==> src/rtl/mesi_isc_broad_sched.sv <==
// mesi_isc_broad_sched
//   Sequences broadcast requests out of the broadcast FIFO. For each head
//   entry it snoops every CPU except the originator, waits for all snoop
//   acks, grants the originator (EN_WR / EN_RD), waits for its ack and pops
//   the entry. One broadcast is in flight at a time.
//
// Ports
//   clk, rst                   clock, asynchronous active-low reset
//   broad_fifo_status_empty_i  show-ahead FIFO empty (head valid when low)
//   broad_addr_i / broad_type_i / broad_cpu_id_i / broad_id_i   head entry
//   cbus_ack_array_i           per-CPU command ack (bit k = CPU k)
//   broad_fifo_rd_o            one-cycle pop strobe
//   cbus_cmd_array_o           per-CPU command, CPU k at [(k+1)*W-1:k*W]
//   cbus_addr_o / cbus_id_o    address / id of the in-flight broadcast
//   busy_o                     high whenever the sequencer is not idle
//   timeout_err_o              sticky watchdog error
//
// Build option
//   MESI_ISC_BROAD_SCHED_TIMEOUT_EN : builds the SNOOP/GRANT watchdog;
//   without it timeout_err_o is tied low.
module mesi_isc_broad_sched #(
   parameter int CBUS_CMD_WIDTH   = 3,
   parameter int ADDR_WIDTH       = 32,
   parameter int BROAD_TYPE_WIDTH = 2,
   parameter int BROAD_ID_WIDTH   = 7,
   parameter int TIMEOUT_CYCLES   = 255
) (
   input  logic                        clk,
   input  logic                        rst,
   input  logic                        broad_fifo_status_empty_i,
   input  logic [ADDR_WIDTH-1:0]       broad_addr_i,
   input  logic [BROAD_TYPE_WIDTH-1:0] broad_type_i,
   input  logic [1:0]                  broad_cpu_id_i,
   input  logic [BROAD_ID_WIDTH-1:0]   broad_id_i,
   input  logic [3:0]                  cbus_ack_array_i,
   output logic                        broad_fifo_rd_o,
   output logic [4*CBUS_CMD_WIDTH-1:0] cbus_cmd_array_o,
   output logic [ADDR_WIDTH-1:0]       cbus_addr_o,
   output logic [BROAD_ID_WIDTH-1:0]   cbus_id_o,
   output logic                        busy_o,
   output logic                        timeout_err_o
);

   localparam logic [BROAD_TYPE_WIDTH-1:0] TYPE_WR = BROAD_TYPE_WIDTH'(1);
   localparam logic [BROAD_TYPE_WIDTH-1:0] TYPE_RD = BROAD_TYPE_WIDTH'(2);

   localparam logic [CBUS_CMD_WIDTH-1:0] CMD_WR_SNOOP = CBUS_CMD_WIDTH'(1);
   localparam logic [CBUS_CMD_WIDTH-1:0] CMD_RD_SNOOP = CBUS_CMD_WIDTH'(2);
   localparam logic [CBUS_CMD_WIDTH-1:0] CMD_EN_WR    = CBUS_CMD_WIDTH'(3);
   localparam logic [CBUS_CMD_WIDTH-1:0] CMD_EN_RD    = CBUS_CMD_WIDTH'(4);

   localparam logic [7:0] TO_LAST = 8'(TIMEOUT_CYCLES - 1);

   typedef enum logic [1:0] {
      ST_IDLE,
      ST_SNOOP,
      ST_GRANT,
      ST_POP
   } state_t;

   state_t                      state;
   logic [BROAD_TYPE_WIDTH-1:0] type_q;
   logic [1:0]                  cpu_q;
   logic [3:0]                  mask;

   logic [3:0] in_onehot;
   logic [3:0] orig_onehot;
   logic [3:0] mask_left;
   logic       ack_hit;
   logic       in_is_snoop;

   // Replicates one command onto every CPU lane selected in sel.
   function automatic logic [4*CBUS_CMD_WIDTH-1:0] spread(
      input logic [3:0]                sel,
      input logic [CBUS_CMD_WIDTH-1:0] cmd
   );
      logic [4*CBUS_CMD_WIDTH-1:0] v;
      v = '0;
      for (int unsigned k = 0; k < 4; k++) begin
         if (sel[k]) v[k*CBUS_CMD_WIDTH +: CBUS_CMD_WIDTH] = cmd;
      end
      return v;
   endfunction

   always_comb begin
      in_onehot   = 4'b0001 << broad_cpu_id_i;
      orig_onehot = 4'b0001 << cpu_q;
      mask_left   = mask & ~cbus_ack_array_i;
      ack_hit     = |(mask & cbus_ack_array_i);
      in_is_snoop = (broad_type_i == TYPE_WR) || (broad_type_i == TYPE_RD);
   end

   // Commands are computed from next-state values so they are registered
   // and appear in the same cycle as the state they belong to.
   always_ff @(posedge clk or negedge rst) begin
      if (!rst) begin
         state            <= ST_IDLE;
         type_q           <= '0;
         cpu_q            <= '0;
         mask             <= '0;
         broad_fifo_rd_o  <= 1'b0;
         cbus_cmd_array_o <= '0;
         cbus_addr_o      <= '0;
         cbus_id_o        <= '0;
         busy_o           <= 1'b0;
      end else begin
         broad_fifo_rd_o <= 1'b0;
         case (state)
            ST_IDLE: begin
               if (!broad_fifo_status_empty_i) begin
                  type_q      <= broad_type_i;
                  cpu_q       <= broad_cpu_id_i;
                  cbus_addr_o <= broad_addr_i;
                  cbus_id_o   <= broad_id_i;
                  busy_o      <= 1'b1;
                  if (in_is_snoop) begin
                     state            <= ST_SNOOP;
                     mask             <= ~in_onehot;
                     cbus_cmd_array_o <= spread(~in_onehot,
                        (broad_type_i == TYPE_WR) ? CMD_WR_SNOOP : CMD_RD_SNOOP);
                  end else begin
                     // NOP entry: discard straight away
                     state            <= ST_POP;
                     mask             <= '0;
                     broad_fifo_rd_o  <= 1'b1;
                     cbus_cmd_array_o <= '0;
                  end
               end
            end
            ST_SNOOP: begin
               mask <= mask_left;
               if (mask_left == 4'b0000) begin
                  state            <= ST_GRANT;
                  cbus_cmd_array_o <= spread(orig_onehot,
                     (type_q == TYPE_WR) ? CMD_EN_WR : CMD_EN_RD);
               end else begin
                  cbus_cmd_array_o <= spread(mask_left,
                     (type_q == TYPE_WR) ? CMD_WR_SNOOP : CMD_RD_SNOOP);
               end
            end
            ST_GRANT: begin
               if (cbus_ack_array_i[cpu_q]) begin
                  state            <= ST_POP;
                  broad_fifo_rd_o  <= 1'b1;
                  cbus_cmd_array_o <= '0;
               end
            end
            ST_POP: begin
               state            <= ST_IDLE;
               busy_o           <= 1'b0;
               cbus_cmd_array_o <= '0;
            end
            default: state <= ST_IDLE;
         endcase
      end
   end

`ifdef MESI_ISC_BROAD_SCHED_TIMEOUT_EN
   logic [7:0] to_cnt;
   logic       to_err;

   // Counts cycles without progress in SNOOP/GRANT; any bit-clearing ack or
   // state entry restarts it. Saturates so a stuck broadcast cannot wrap.
   always_ff @(posedge clk or negedge rst) begin
      if (!rst) begin
         to_cnt <= '0;
         to_err <= 1'b0;
      end else begin
         case (state)
            ST_SNOOP: begin
               if (ack_hit) begin
                  to_cnt <= '0;
               end else begin
                  if (to_cnt != 8'hFF) to_cnt <= to_cnt + 8'd1;
                  if (to_cnt == TO_LAST) to_err <= 1'b1;
               end
            end
            ST_GRANT: begin
               if (cbus_ack_array_i[cpu_q]) begin
                  to_cnt <= '0;
               end else begin
                  if (to_cnt != 8'hFF) to_cnt <= to_cnt + 8'd1;
                  if (to_cnt == TO_LAST) to_err <= 1'b1;
               end
            end
            default: to_cnt <= '0;
         endcase
      end
   end

   assign timeout_err_o = to_err;
`else
   logic unused_cfg;
   assign unused_cfg    = ^{TO_LAST, ack_hit};
   assign timeout_err_o = 1'b0;
`endif

endmodule

==> config.mk <==
export PLATFORM = sky130hd
export DESIGN_NAME = mesi_isc_broad_sched
export DESIGN_NICKNAME = d
export VERILOG_FILES = /design/src/rtl/mesi_isc_broad_sched.sv
export SDC_FILE = /design/constraint.sdc
export NUM_CORES = 1
export LEC_CHECK = 0
export BUFFER_PORTS_ARGS = -buffer_cell sky130_fd_sc_hd__clkbuf_2
export CAP_MARGIN = 20
export CELL_PAD_IN_SITES_DETAIL_PLACEMENT = 0
export CELL_PAD_IN_SITES_GLOBAL_PLACEMENT = 2
export CORE_MARGIN = 2
export CORE_UTILIZATION = 33
export DETAILED_ROUTE_END_ITERATION = 16
export PLACE_DENSITY = 0.91
export SETUP_SLACK_MARGIN = 0.5
export SLEW_MARGIN = 20
export SYNTH_ARGS = -nofsm -noshare
export SYNTH_HDL_FRONTEND = slang
export SYNTH_SLANG_ARGS = --single-unit
==> constraint.sdc <==
create_clock -name clk -period 5.6 [get_ports clk]
set_clock_uncertainty 0.2 [all_clocks]
set_input_delay 0.56 -clock clk [delete_from_list [all_inputs] [get_ports clk]]
set_output_delay 0.56 -clock clk [all_outputs]
set_load 0.05 [all_outputs]
# == Word-level counts from Yosys, hierarchy flattened ==
# Index checks and enable logic that the tools add are counted.
# op_classes
order_cmp,1
eq_ne,9
shift,2
muxes,36
bitwise_logic,4
reduce_logical,10
# op_table
cell,n
12-bit two-way mux,4
12-bit one-hot mux with 4 select lines,1
2-bit two-way mux,14
3-bit two-way mux,5
4-bit two-way mux,2
4-bit NOT,2
2-bit one-hot mux with 4 select lines,1
4-bit one-hot mux with 2 select lines,1
2-bit AND reduction,4
1-bit by 2-bit left shift with 4-bit output (first input constant),2
2-bit by 1-bit == test with 1-bit output (second input constant),3
2-bit == test (second input constant),3
2-bit != test (second input constant),3
1-bit two-way mux,5
4-bit AND,1
4-bit zero test,1
1-bit one-hot mux with 2 select lines,2
2-bit nonzero test,2
2-bit by 3-bit less-than comparator with 1-bit output (second input constant),1
3-bit AND reduction,1
1-bit binary-select mux with 2-bit select,1
2-bit zero test,1
1-bit logical OR,1
1-bit NOT,1
# word_totals
ff_bits,63
in_bits,50
output_inout_bits,54
word_cells,71

# == Longest topological paths before layout ==
# depth
word_depth,6
depth_mapped,8
mapped_depth_nobuf,6

# == Worst setup path after synthesis ==
# Ideal clock, no wire load.
# synth_path
path_kind,input to register
startpoint,input broad_type_i[0]
endpoint,register cbus_cmd_array_o[10]
setup_time_ns,0.083
t_arrival_ns,1.722
required_ns,5.317
path_slack_ns,3.595
stages,6
path_buffers,0
path_cell_list,inv_1 > ha_1 > or3b_2 > o32ai_1 > a21oi_1 > o21ai_0
# synth_via
elab_chain_cells,6
word_cells_on_any_way,8
cone_classes,eq/ne (2); mux (5); reduce/logical (1)
# synth_rtl
element,line,rtl
"start, declared",32,"input logic [BROAD_TYPE_WIDTH-1:0] broad_type_i,"
2-bit by 1-bit == test with 1-bit output,"90, 120",
2-bit two-way mux,120,(broad_type_i == TYPE_WR) ? CMD_WR_SNOOP : CMD_RD_SNOOP);
2-bit two-way mux,80,if (sel[k]) v[k*CBUS_CMD_WIDTH +: CBUS_CMD_WIDTH] = cmd;
12-bit two-way mux *,116,if (in_is_snoop) begin
12-bit two-way mux *,110,if (!broad_fifo_status_empty_i) begin
12-bit one-hot mux with 4 select lines *,108,case (state)
"end signal, assigned",119,"cbus_cmd_array_o <= spread(~in_onehot,"
"end signal, assigned",134,"cbus_cmd_array_o <= spread(orig_onehot,"
"end signal, assigned",137,"cbus_cmd_array_o <= spread(mask_left,"
"end, declared",37,"output logic [4*CBUS_CMD_WIDTH-1:0] cbus_cmd_array_o,"
# Mark *: on every way between the ends. The rest lies on a longest branch, timed or not. The select of a mux whose other input is x is not followed.
# A chain may end at the register's enable or synchronous reset.

# == Final worst setup path ==
# layout_path
startpoint,register cpu_q[0]
endpoint,register state[0]
# layout_via
elab_chain_cells,4
# layout_rtl
element,line,rtl
"start, declared",63,logic [1:0] cpu_q;
"start signal, assigned",112,cpu_q <= broad_cpu_id_i;
1-bit binary-select mux with 2-bit select,142,if (cbus_ack_array_i[cpu_q]) begin
1-bit two-way mux (not written as such),142,
2-bit != test (no source line),--,
3-bit AND reduction (no source line),--,
"end signal, assigned",143,state <= ST_POP;
"end signal, assigned",149,state <= ST_IDLE;
"end signal, assigned",153,default: state <= ST_IDLE;
"end, declared",61,state_t state;
# No other way between the ends. The select of a mux whose other input is x is not followed.

==> qor.tcl <==
set qor(dpl_cell_area_sq_um) 3440
set qor(globalRouteOverflowTotal) 0
set qor(timing.final.crit_period_ps) 2520
set qor(post-synth-top-area-cell) {dfrtp_1}
set qor(ioPinCount) 104
set qor(cts_hold_buffers) 0
set qor(numnets_final) 391
set qor(row_count) 33
set qor(result_of_the_run) {complete, no violations}
set qor(gpl.final_weighted_congestion) 0.787
set qor(tritoncts_num_sinks) 63
set qor(first_global_vias) 1973
set qor(setup_tns_ps) 0
set qor(coreArea_sq_um) 8220
set qor(worstSetupPathType) {reg2reg}
set qor(insertedDiodeCount) 0
set qor(antenna_found_initial) 0
set qor(synthArstFlopShare_pct) 100
set qor(grt_util_met3_pct) 5.95
set qor(power.switching_fraction_pct) 48.8
set qor(vias_per_cell) 4.74
set qor(syn_area_per_cell_sq_um) 12.2
set qor(max_cap_viol_count) 0
set qor(route.detailed.drc) 0
set qor(initial_core_util_pct) 34.1
set qor(post_cts.resized_instances) 0
set qor(cts_buffer_depth) 2
set qor(cts.reportedPaths.clkPinSlew_ps) 70
set qor(fill_cells) 827
set qor(synth_edf_count) 0
set qor(postLayoutCoreUtil_pct) 44.5
set qor(max-slew-margin-rel_pct) 45.8
set qor(power_report.internal_total_mw) 1.30
set qor(worst_ir_drop_vdd_v) 0.000408
set qor(drive_gt1_share_pct) 49.1
set qor(detailroute.via_count) 2109
set qor(synthFlopType) {dfrtp_1}
set qor(clkLatencyLatePin_ps) 340
set qor(clock-root-buffer) {clkbuf_8}
set qor(preCtsSetupSlack_ps) 2970
set qor(yosysTopAreaCellShare_pct) 56.3
set qor(report.final.slew_viol_count) 0
set qor(mappedNetlistNets) 285
set qor(grt_max_degree) 64
set qor(count_of_endpoints_failing_setup_in_the_final_report) 0
set qor(drt_first_pass_iters) 4
set qor(cp-start-kind) {register}
set qor(pwr-share-comb_pct) 52.5
set qor(rsz0062_at_grt) {false}
set qor(worst_ep_arrival_time_ps) 2540
set qor(synth-seq-cells) 63
set qor(synth.distinct_cells) 30
set qor(die_width_microns) 96.1
set qor(seq_area_frac_synth_pct) 56.3
set qor(routed_wl_mm) 6.14
set qor(crit_fanout) 25
set qor(h-tree-depth) 3
set qor(layout_common_cells) {102 x clkbuf_2, 63 x dfrtp_1, 43 x mux2_2}
set qor(post_syn_area_sq_um) 2800
set qor(dieArea_sq_um) 9240
set qor(final_min_period_over_clock_period_pct) 45.0
set qor(net_switching_mw) 1.24
set qor(total_routing_usage_gr_pct) 14.0
set qor(tritoncts.num_buffers) 9
set qor(worst_ep_required_time_ps) 5620
set qor(final_antenna_net_count) 0
set qor(holdCritPathClass) {in2async}
set qor(share_seq_of_total_power_pct) 30.8
set qor(layout-area-overhead-vs-synth_pct) 30.5
set qor(layer_with_the_highest_usage_after_global_routing) {met2}
set qor(postLayoutCellArea_sq_um) 3650
set qor(synth.top_cells.by_area) {dfrtp_1 56%, mux2_2 17%, o21ai_0 3.4%, ha_1 2.7%, nand2_1 2.5%}
set qor(layout.cells.most_common) {clkbuf_2}
set qor(report.final.hold_viol_count) 0
set qor(p_leak_nw) 1.74
set qor(detailedPlacementHpwl_mm) 4.66
set qor(met1_usage_pct) 17.8
set qor(worst_slew_pin_slew_ps) 813
set qor(grt_pass1_wl_mm) 9.74
set qor(final.setup.worst_slack_ps) 3080
set qor(setup.worst_path.end_class) {register}
set qor(tritoncts_clock_tree) {built}
set qor(avgRoutedWirePerCell_microns) 13.8
set qor(grt_util_met2_pct) 21.1
set qor(share_of_power_burned_in_the_clock_network_pct) 16.6
set qor(detailedRoute.firstIterationViolations) 60
set qor(numPortBuffers) 102
set qor(synthCells) 229
set qor(post_cts_setup_buffers) 0
set qor(fmax_ghz) 0.397
set qor(power_density_nw_per_um2) 694
set qor(dieHeight_microns) 96.1
set qor(yosys_warnings) 0
[power groups by stage]
stage | combinational (mW) | clock, mW | sequential [mW]
finish | 1.33 | 0.422 | 0.781
global route | 1.42 | 0.455 | 0.811
CTS | 1.35 | 0.437 | 0.785
detailed placement | 1.35 | 0 | 0.792
global placement | 1.32 | 0 | 0.781
floorplan | 0.425 | 0 | 1.39
[layout make-up]
class                   instances  area (sq um)  share of cell area [%]
flip-flops and latches         63          1580                    43.1
multi-input cells             150          1160                    31.8
repair buffers                104           546                    14.9
well taps                     105           131                    3.59
clock buffers                  10           128                    3.49
clock inverters                 6          85.1                    2.33
inverters                       7          26.3                   0.719
[critical path, stage by stage, from the launching register on]
cell and delay (ps):
dfrtp_1 520, mux4_2 590, o21ai_2 660, o21ba_1 270
o32a_1 180
[cells by family (layout without fill, tap and decap cells)]
family	count (synthesis)	count (layout)	synth area share (%)
AO/OA/AOI/OAI	43	43	9.61
adder cells (fa/ha/maj)	6	6	2.68
buffers and inverters	16	127	2.46
flip-flops	63	63	56.3
multiplexers	46	46	18.8
other	1	1	0.134
AND/OR/NAND/NOR	54	54	10.0
[metal layers]
metal	wire [microns]	part of all wire (%)	up-vias
met5	0	0	-
met4	109	1.8	0
met3	578	9.4	10
met2	2820	46	80
met1	2630	43	1004
li1	-	-	1015
[path summary, 6_finish.rpt]
check                      slack, ps  cells past startpoint              endpoint            startpoint
max                             3080                      4              state[0]              cpu_q[0]
min                              190                      2   cbus_cmd_array_o[8]                   rst
max reg2reg                     3080                      4              state[0]              cpu_q[0]
min reg2reg                      280                      2  cbus_cmd_array_o[10]  cbus_cmd_array_o[10]
max in group asynchronous       4490                      2       cbus_addr_o[30]                   rst
min in group clk                 250                      2       cbus_addr_o[29]      broad_addr_i[29]
[Yosys cell counts, types with 2 or more instances]
master,number
o32ai_1,4
nand2b_1,7
o21ai_0,19
o22ai_1,2
nand2_1,19
ha_1,6
a21oi_1,8
o41ai_1,3
nor2_1,13
buf_2,4
dfrtp_1,63
o31ai_1,3
mux2_2,43
buf_1,4
nor2b_1,9
mux2i_1,2
inv_1,7
[per-stage QoR]
| stage | hold WS [ps] | power, mW | cells |
|---|---|---|---|
| after floorplan | 64.4 | 1.81 | 229 |
| after global routing | 242 | 2.68 | 445 |
| after CTS | 222 | 2.57 | 445 |
| after detailed placement | 277 | 2.14 | 429 |
| final | 192 | 2.53 | 445 |
| after global placement | 271 | 2.10 | 428 |
[flip-flops by register name, summed over array words and instances, names as in the netlist]
name and flops:
cbus_addr_o 32, state 2, mask 4, broad_fifo_rd_o 1, cbus_cmd_array_o 12, cpu_q 2
busy_o 1, cbus_id_o 7, type_q 2
Note: power is estimated with default switching activity, not from simulation.
